===== config.mk =====
export PLATFORM = sky130hd
export DESIGN_NAME = whirl_tbox_lanes
export DESIGN_NICKNAME = d
export VERILOG_FILES = /design/src/rtl/whirl_tbox_lanes_pkg.sv /design/src/rtl/whirl_c0_rom.sv /design/src/rtl/whirl_tbox_lanes.sv
export SDC_FILE = /design/constraint.sdc
export NUM_CORES = 2
export LEC_CHECK = 0
export ABC_CLOCK_PERIOD_IN_PS = 13910
export CORE_MARGIN = 3
export CORE_UTILIZATION = 30
export DETAILED_ROUTE_END_ITERATION = 10
export PLACE_DENSITY_LB_ADDON = 0.08
export RECOVER_POWER = 50
export SYNTH_ARGS = -nofsm -noshare
export SYNTH_HDL_FRONTEND = slang
export SYNTH_SLANG_ARGS = --single-unit

===== constraint.sdc =====
create_clock -name i_clk -period 13.91 [get_ports i_clk]
set_clock_uncertainty 0.05 [all_clocks]
set_input_delay 2.782 -clock i_clk [delete_from_list [all_inputs] [get_ports i_clk]]
set_output_delay 2.782 -clock i_clk [all_outputs]
set_load 0.05 [all_outputs]

===== src/rtl/whirl_tbox_lanes_pkg.sv =====
// Shared widths and helpers for the Whirlpool T-table lanes: S-box, C0 row, byte rotation.
// Pure combinational functions, no latency of their own.
// No flow control here; the caller's pipeline handles backpressure.
package whirl_tbox_lanes_pkg;

    localparam int WHIRL_W    = 64;
    localparam int WHIRL_BYTE = 8;
    localparam int WHIRL_ROTW = 3;

    // Mini-box tables E, E^-1 and R; entry i sits at nibble [4i+3:4i].
    localparam logic [63:0] MINI_E  = 64'h052A478E3F6DC9B1;
    localparam logic [63:0] MINI_EI = 64'h68431C29A5EB7D0F;
    localparam logic [63:0] MINI_R  = 64'h0152A836F94EDBC7;

    function automatic logic [3:0] nib(input logic [63:0] tab, input logic [3:0] x);
        return tab[{x, 2'b00} +: 4];
    endfunction

    function automatic logic [WHIRL_BYTE-1:0] sbox(input logic [WHIRL_BYTE-1:0] x);
        logic [3:0] a, b, r;
        a = nib(MINI_E, x[7:4]);
        b = nib(MINI_EI, x[3:0]);
        r = nib(MINI_R, a ^ b);
        return {nib(MINI_E, a ^ r), nib(MINI_EI, b ^ r)};
    endfunction

    // Multiply by x in GF(2^8) modulo x^8+x^4+x^3+x^2+1.
    function automatic logic [WHIRL_BYTE-1:0] xtime(input logic [WHIRL_BYTE-1:0] b);
        return {b[6:0], 1'b0} ^ (b[7] ? 8'h1d : 8'h00);
    endfunction

    // C0 row: S[x] times the circulant coefficients 1,1,4,1,8,5,2,9, MSB first.
    function automatic logic [WHIRL_W-1:0] c0_entry(input logic [WHIRL_BYTE-1:0] x);
        logic [WHIRL_BYTE-1:0] s1, s2, s4, s8;
        s1 = sbox(x);
        s2 = xtime(s1);
        s4 = xtime(s2);
        s8 = xtime(s4);
        return {s1, s1, s4, s1, s8, s4 ^ s1, s2, s8 ^ s1};
    endfunction

    function automatic logic [WHIRL_W-1:0] rotr64(input logic [WHIRL_W-1:0] x,
                                                   input logic [WHIRL_ROTW-1:0] r);
        logic [2*WHIRL_W-1:0] d;
        d = {x, x} >> (r * WHIRL_BYTE);
        return d[WHIRL_W-1:0];
    endfunction

endpackage


===== src/rtl/whirl_c0_rom.sv =====
// 256x64 Whirlpool C0 table with a registered, clock-enabled output.
// Latency 1 cycle; output holds whenever i_en is low.
// No handshake; the enclosing pipeline drives i_en from its advance enable.
module whirl_c0_rom
    import whirl_tbox_lanes_pkg::*;
(
    input  logic                  i_clk,
    input  logic                  i_en,
    input  logic [WHIRL_BYTE-1:0] i_addr,
    output logic [WHIRL_W-1:0]    o_data
);

    always_ff @(posedge i_clk) begin
        if (i_en) begin
            o_data <= c0_entry(i_addr);
        end
    end

endmodule


===== src/rtl/whirl_tbox_lanes.sv =====
// NLANES-wide Whirlpool T-table lookup: rotated C0 per lane plus optional XOR of all lanes.
// Latency 2 cycles accept-to-o_valid, one beat per cycle.
// Whole pipeline freezes while o_valid=1 and i_ready=0; o_ready mirrors the advance enable.
module whirl_tbox_lanes
    import whirl_tbox_lanes_pkg::*;
#(
    parameter int NLANES = 8,
    parameter int DLY    = 1
) (
    input  logic                           i_clk,
    input  logic                           i_rst,
    input  logic                           i_valid,
    output logic                           o_ready,
    input  logic [WHIRL_BYTE*NLANES-1:0]   i_addr,
    input  logic [WHIRL_ROTW*NLANES-1:0]   i_rot,
    input  logic                           i_xor,
    output logic                           o_valid,
    input  logic                           i_ready,
    output logic [WHIRL_W*NLANES-1:0]      o_data,
    output logic [WHIRL_W-1:0]             o_xor
);

    if (NLANES < 1 || NLANES > 8 || DLY < 0) begin : g_bad_param
        $error("whirl_tbox_lanes: NLANES must be 1..8 and DLY non-negative");
    end

    logic                         en;
    logic                         s1_valid;
    logic [WHIRL_ROTW*NLANES-1:0] s1_rot;
    logic                         s1_xor;
    logic [WHIRL_W-1:0]           rom_q [NLANES];
    logic [WHIRL_W*NLANES-1:0]    lane_nxt;
    logic [WHIRL_W-1:0]           xor_nxt;

    assign en      = ~o_valid | i_ready;
    assign o_ready = en;

    // ROM output register is stage 1 data; it shares the advance enable so stalls hold it.
    for (genvar g = 0; g < NLANES; g++) begin : g_lane
        whirl_c0_rom u_rom (
            .i_clk  (i_clk),
            .i_en   (en),
            .i_addr (i_addr[WHIRL_BYTE*g +: WHIRL_BYTE]),
            .o_data (rom_q[g])
        );
    end

    always_comb begin
        lane_nxt = '0;
        xor_nxt  = '0;
        for (int k = 0; k < NLANES; k++) begin
            lane_nxt[WHIRL_W*k +: WHIRL_W] = rotr64(rom_q[k], s1_rot[WHIRL_ROTW*k +: WHIRL_ROTW]);
            xor_nxt = xor_nxt ^ lane_nxt[WHIRL_W*k +: WHIRL_W];
        end
    end

    always_ff @(posedge i_clk) begin
        if (i_rst) begin
            s1_valid <= 1'b0;
            s1_rot   <= '0;
            s1_xor   <= 1'b0;
            o_valid  <= 1'b0;
            o_data   <= '0;
            o_xor    <= '0;
        end else if (en) begin
            s1_valid <= i_valid;
            s1_rot   <= i_rot;
            s1_xor   <= i_xor;
            o_valid  <= s1_valid;
            o_data   <= lane_nxt;
            o_xor    <= s1_xor ? xor_nxt : '0;
        end
    end

endmodule

Word level (Yosys, flattened, before mapping)
Cells that the tools add are included.
- register bits after elaboration: 1115
- input bits: 93
- output and inout port bits: 578
- word-level logic and storage cells: 160
- shift-type cells: 48
- muxes and demuxes: 25
- bitwise logic cells: 73
- operator list (operator ; number):
    variable part select 64 x 7 -> 4 bit, first input constant ; 40
    >> shifter 128 x 6 -> 64 bit ; 8
    XOR 64 bit ; 7
    XOR 8 bit ; 40
    two-way mux 5 bit ; 24
    XOR 4 bit ; 24
    two-way mux 64 bit ; 1
    inverter 1 bit ; 1
    OR 1 bit ; 1

Logic depth before layout (Yosys ltp)
- depth after elaboration: 12
- mapped depth: 20
- mapped depth without buffers: 20

Modules after synthesis
From an unflattened synthesis, not the netlist that was laid out.
- cells, all modules: 5572
- area, all modules: 61589.1 um^2
- by module, submodules not included (module ; instances ; cells an instance ; area each (um^2) ; sequential area each (um^2)):
    whirl_tbox_lanes ; 1 ; 3670 ; 41190.8 ; 12071.6
    whirl_c0_rom (g_lane[3].u_rom ...) ; 5 ; 239 ; 2528.7 ; 900.9
    whirl_c0_rom (g_lane[0].u_rom ...) ; 2 ; 238 ; 2610.0 ; 900.9
    whirl_c0_rom (g_lane[2].u_rom) ; 1 ; 231 ; 2534.9 ; 900.9

Least setup slack after synthesis
No wires, ideal clock.
- path type: input to output
- start point: input port i_ready
- end point: output port o_ready
- data arrival time: 10.251 ns
- data required time: 11.078 ns
- path slack: 0.827 ns
- stages on the path: 4
- buffers on the path: 2
- cell sequence: nor2b_1 -> inv_2 -> clkbuf_1 -> clkbuf_1
- longest elaborated chain between the ends: 1
- RTL lines (item ; RTL line ; RTL):
    start: declaration ; whirl_tbox_lanes.sv:18 ; input logic i_ready,
    OR 1 bit ; whirl_tbox_lanes.sv:35 ; assign en = ~o_valid | i_ready;
    end: declaration ; whirl_tbox_lanes.sv:13 ; output logic o_ready,
Every way passes these cells.

Worst setup path in the final report
Ends and elaborated chain as after synthesis.

==> results.yml <==
power_and_ir_drop:
  leakage_nw: 27.21
  peakVddDrop_uv: 120.6
  cellPowerDensity_mw_per_mm2: 301.1
synthesis:
  ys_types: 101
  yosysSeqAreaShare: 0.3451
  synth-async-reset-ratio: 0
  yosysTopAreaCell: "dfxtp_1"
  synth-seq-cells: 843
  ys_warn_count: 0
  synth_ff_type: "dfxtp_1"
  synth_cells: 6896
  synth_edf_count: 240
  synth_commonest_cells: "nor2_1, nand2_1, a21oi_1"
  synthesis.nets: 7064
  yosysTopAreaCellShare: 0.2161
  synth_area_mm2: 0.05587
  avgSynthCellArea_um2: 8.102
  yosys-top-cells-area: "dfxtp_1, edfxtp_1, xnor2_1"
  synth.most_common_cell: "nor2_1"
route:
  wl_per_cell_um: 27.80
  dr.pass1.iters: 6
  ant_nets: 0
  totalWireLength_um: 273300
  drc_errors: 0
  via_per_inst: 5.218
  vias: 51280
  first_iter_violations: 4832
setup_path:
  path_max_fanout: 33
  critPathBufInv: 3
  rr_startpoint: "o_valid$_SDFFE_PP0P_"
  cp_slowest_cell: "clkinvlp_2"
  crit_path_cell_trace: "dlygate4sd3_1 > nor2b_1 > clkinvlp_2 > clkdlybuf4s50_1"
  crit_path_end_kind: "primary output"
  crit_type: "in -> out"
  cp_slowest_stage_delay_ns: 1.92
  start_kind: "input pin"
  crit_arrival_ns: 7.05
  critPathRequiredTime_ns: 11.08
  critPathTopFamily: "buffers and inverters"
  startpoint: "i_ready"
cells_and_area:
  syn_to_final_growth_pct: 21.96
  design_area_mm2: 0.06814
  fillers: 19190
  fin_cells: 9828
  nets: 7442
  drive_above_1_share: 0.06384
clock_network:
  hold_buffers: 0
  numCtsBuffers: 104
  clock-root-buffer: "clkbuf_16"
  htree_levels: 3
  post_cts_buffers: 0
  post_cts_resized: 0
  path_clk_slew_ns: 0.06
  cts.sinks: 843
  cts_tree: "built"
  clock_path_buffers: 3
  clk_latency_ns: 0.78
placed_design:
  dpl-instance-area_mm2: 0.06457
  place_ws_ns: 5.954
  place_congestion: 0.9640
  placedCellCount: 9632
  dpl.hpwl_um: 221600
  portBuffers: 670
grt:
  grt_pass1_wl_um: 372400
  antenna_found_initial: 5
  grt_pass1_vias: 47430
  grt_overflow_total: 0
  grt_usage: 0.2732
  grt_max_degree: 203
floorplan:
  coreArea_mm2: 0.1841
  die_w_um: 437.6
  die_area_mm2: 0.1915
  fp-row-count: 157
  die_h_um: 437.6
  io_pins: 671
  start_util: 0.3035
timing:
  layout_setup_ws_ns: 4.026
  fin_setup_tns_ns: 0
  setup_violations: 0
  worst-slew-pin-transition_ns: 3.929
  slew_viol_final: 579
  slew_headroom: -1.619
  rsz0062_at_grt: "no"
  min_period_ns: 9.884
  hold_viol: 0
  fmax_mhz: 101.2
  fin_crit_sh: 0.7106
hold_path:
  worstHoldStart: "o_data[381]$_SDFFE_PP0P_"
  hold_class: "reg -> reg"
outcome:
  violations: "capacitance limit, slew limit"
  status: "complete, but fails checks"
flow_run:
  maxCapViolCount: 11
## state kept, by name (all words and copies together), names as in the netlist
| signal | flops |
|---|---|
| s1_rot | 24 |
| o_valid | 1 |
| o_data | 512 |
| s1_valid | 1 |
| g_lane.u_rom.o_data | 240 |
| s1_xor | 1 |
| o_xor | 64 |
## worst min-delay path: cells and delay by family, from the launching register on
kind,cells,cell delay (ns)
DFF,1,0.30
and+or+nand+nor,1,0.05
AOI/OAI and AO/OA,1,0.05
## final timing paths
check	endpoint	slack [ns]	cells after the start
max	o_ready	4.03	4
max reg2reg	o_data[346]$_SDFFE_PP0P_	7.41	6
min reg2reg	o_data[381]$_SDFFE_PP0P_	0.40	2
min	o_data[381]$_SDFFE_PP0P_	0.40	2
## power by group
group          total (mW)  internal, mW  switching (mW)
logic                12.8          4.26            8.59
clock network        2.90          1.70            1.20
registers            4.77          3.82           0.949
total                20.5          9.78            10.7
## kinds of logic after synthesis
kind of cell    Yosys count  share of synthesized area
flops                   843                     0.3451
compound gates         1739                     0.1908
fa+ha+maj                75                    0.01680
mux                     546                     0.1021
simple gates           2279                     0.1721
xor+xnor                739                     0.1269
buf+inv                 675                    0.04633
## cell type report
| class | instances | area, um^2 | share of cell area |
|---|---|---|---|
| diodes | 2 | 5.005 | 0.00007345 |
| clock buffers | 157 | 3157 | 0.04633 |
| clock inverters | 37 | 455.4 | 0.006684 |
| inverters | 185 | 695.7 | 0.01021 |
| multi-input cells | 5378 | 34020 | 0.4992 |
| flip-flops and latches | 843 | 19330 | 0.2836 |
| well taps | 2464 | 3083 | 0.04524 |
| repair buffers | 762 | 7406 | 0.1087 |
## per-layer routing
layer,vias up,global-route usage,share of wire
met3,362,0.03644,0.054
met2,1717,0.4582,0.47
met4,4,0.1421,0.060
met5,-,0,0.00018
li1,24470,-,-
met1,24720,0.3414,0.41
## metrics by stage
| stage | power [mW] | hold slack, ns | util |
|---|---|---|---|
| finish | 20.52 | 0.3974 | 0.3702 |
| global route | 21.36 | 0.4125 | 0.3702 |
| CTS | 20.70 | 0.4011 | 0.3705 |
| detailed placement | 17.74 | 0.3932 | 0.3508 |
| floorplan | 12.55 | 0.3822 | - |
| global placement | 17.69 | 0.3901 | 0.3508 |
## cell usage in the layout (no fill, tap or decap), drive strengths merged, types with 64 or more instances in the layout
master	Yosys	routed
buf	141	84
dlygate4sd3	0	473
inv	185	192
xnor2	578	578
ha	75	75
a211oi	168	168
clkdlybuf4s50	0	196
o21ai	371	371
dfxtp	603	603
edfxtp	240	240
nor2	1058	1058
mux2i	477	477
a21oi	779	779
clkbuf	349	166
nand2	786	786
nor2b	103	103
xor2	141	141
a22oi	64	64
o31ai	123	123
nand2b	95	95
Note: power is estimated with default switching activity, not from simulation.
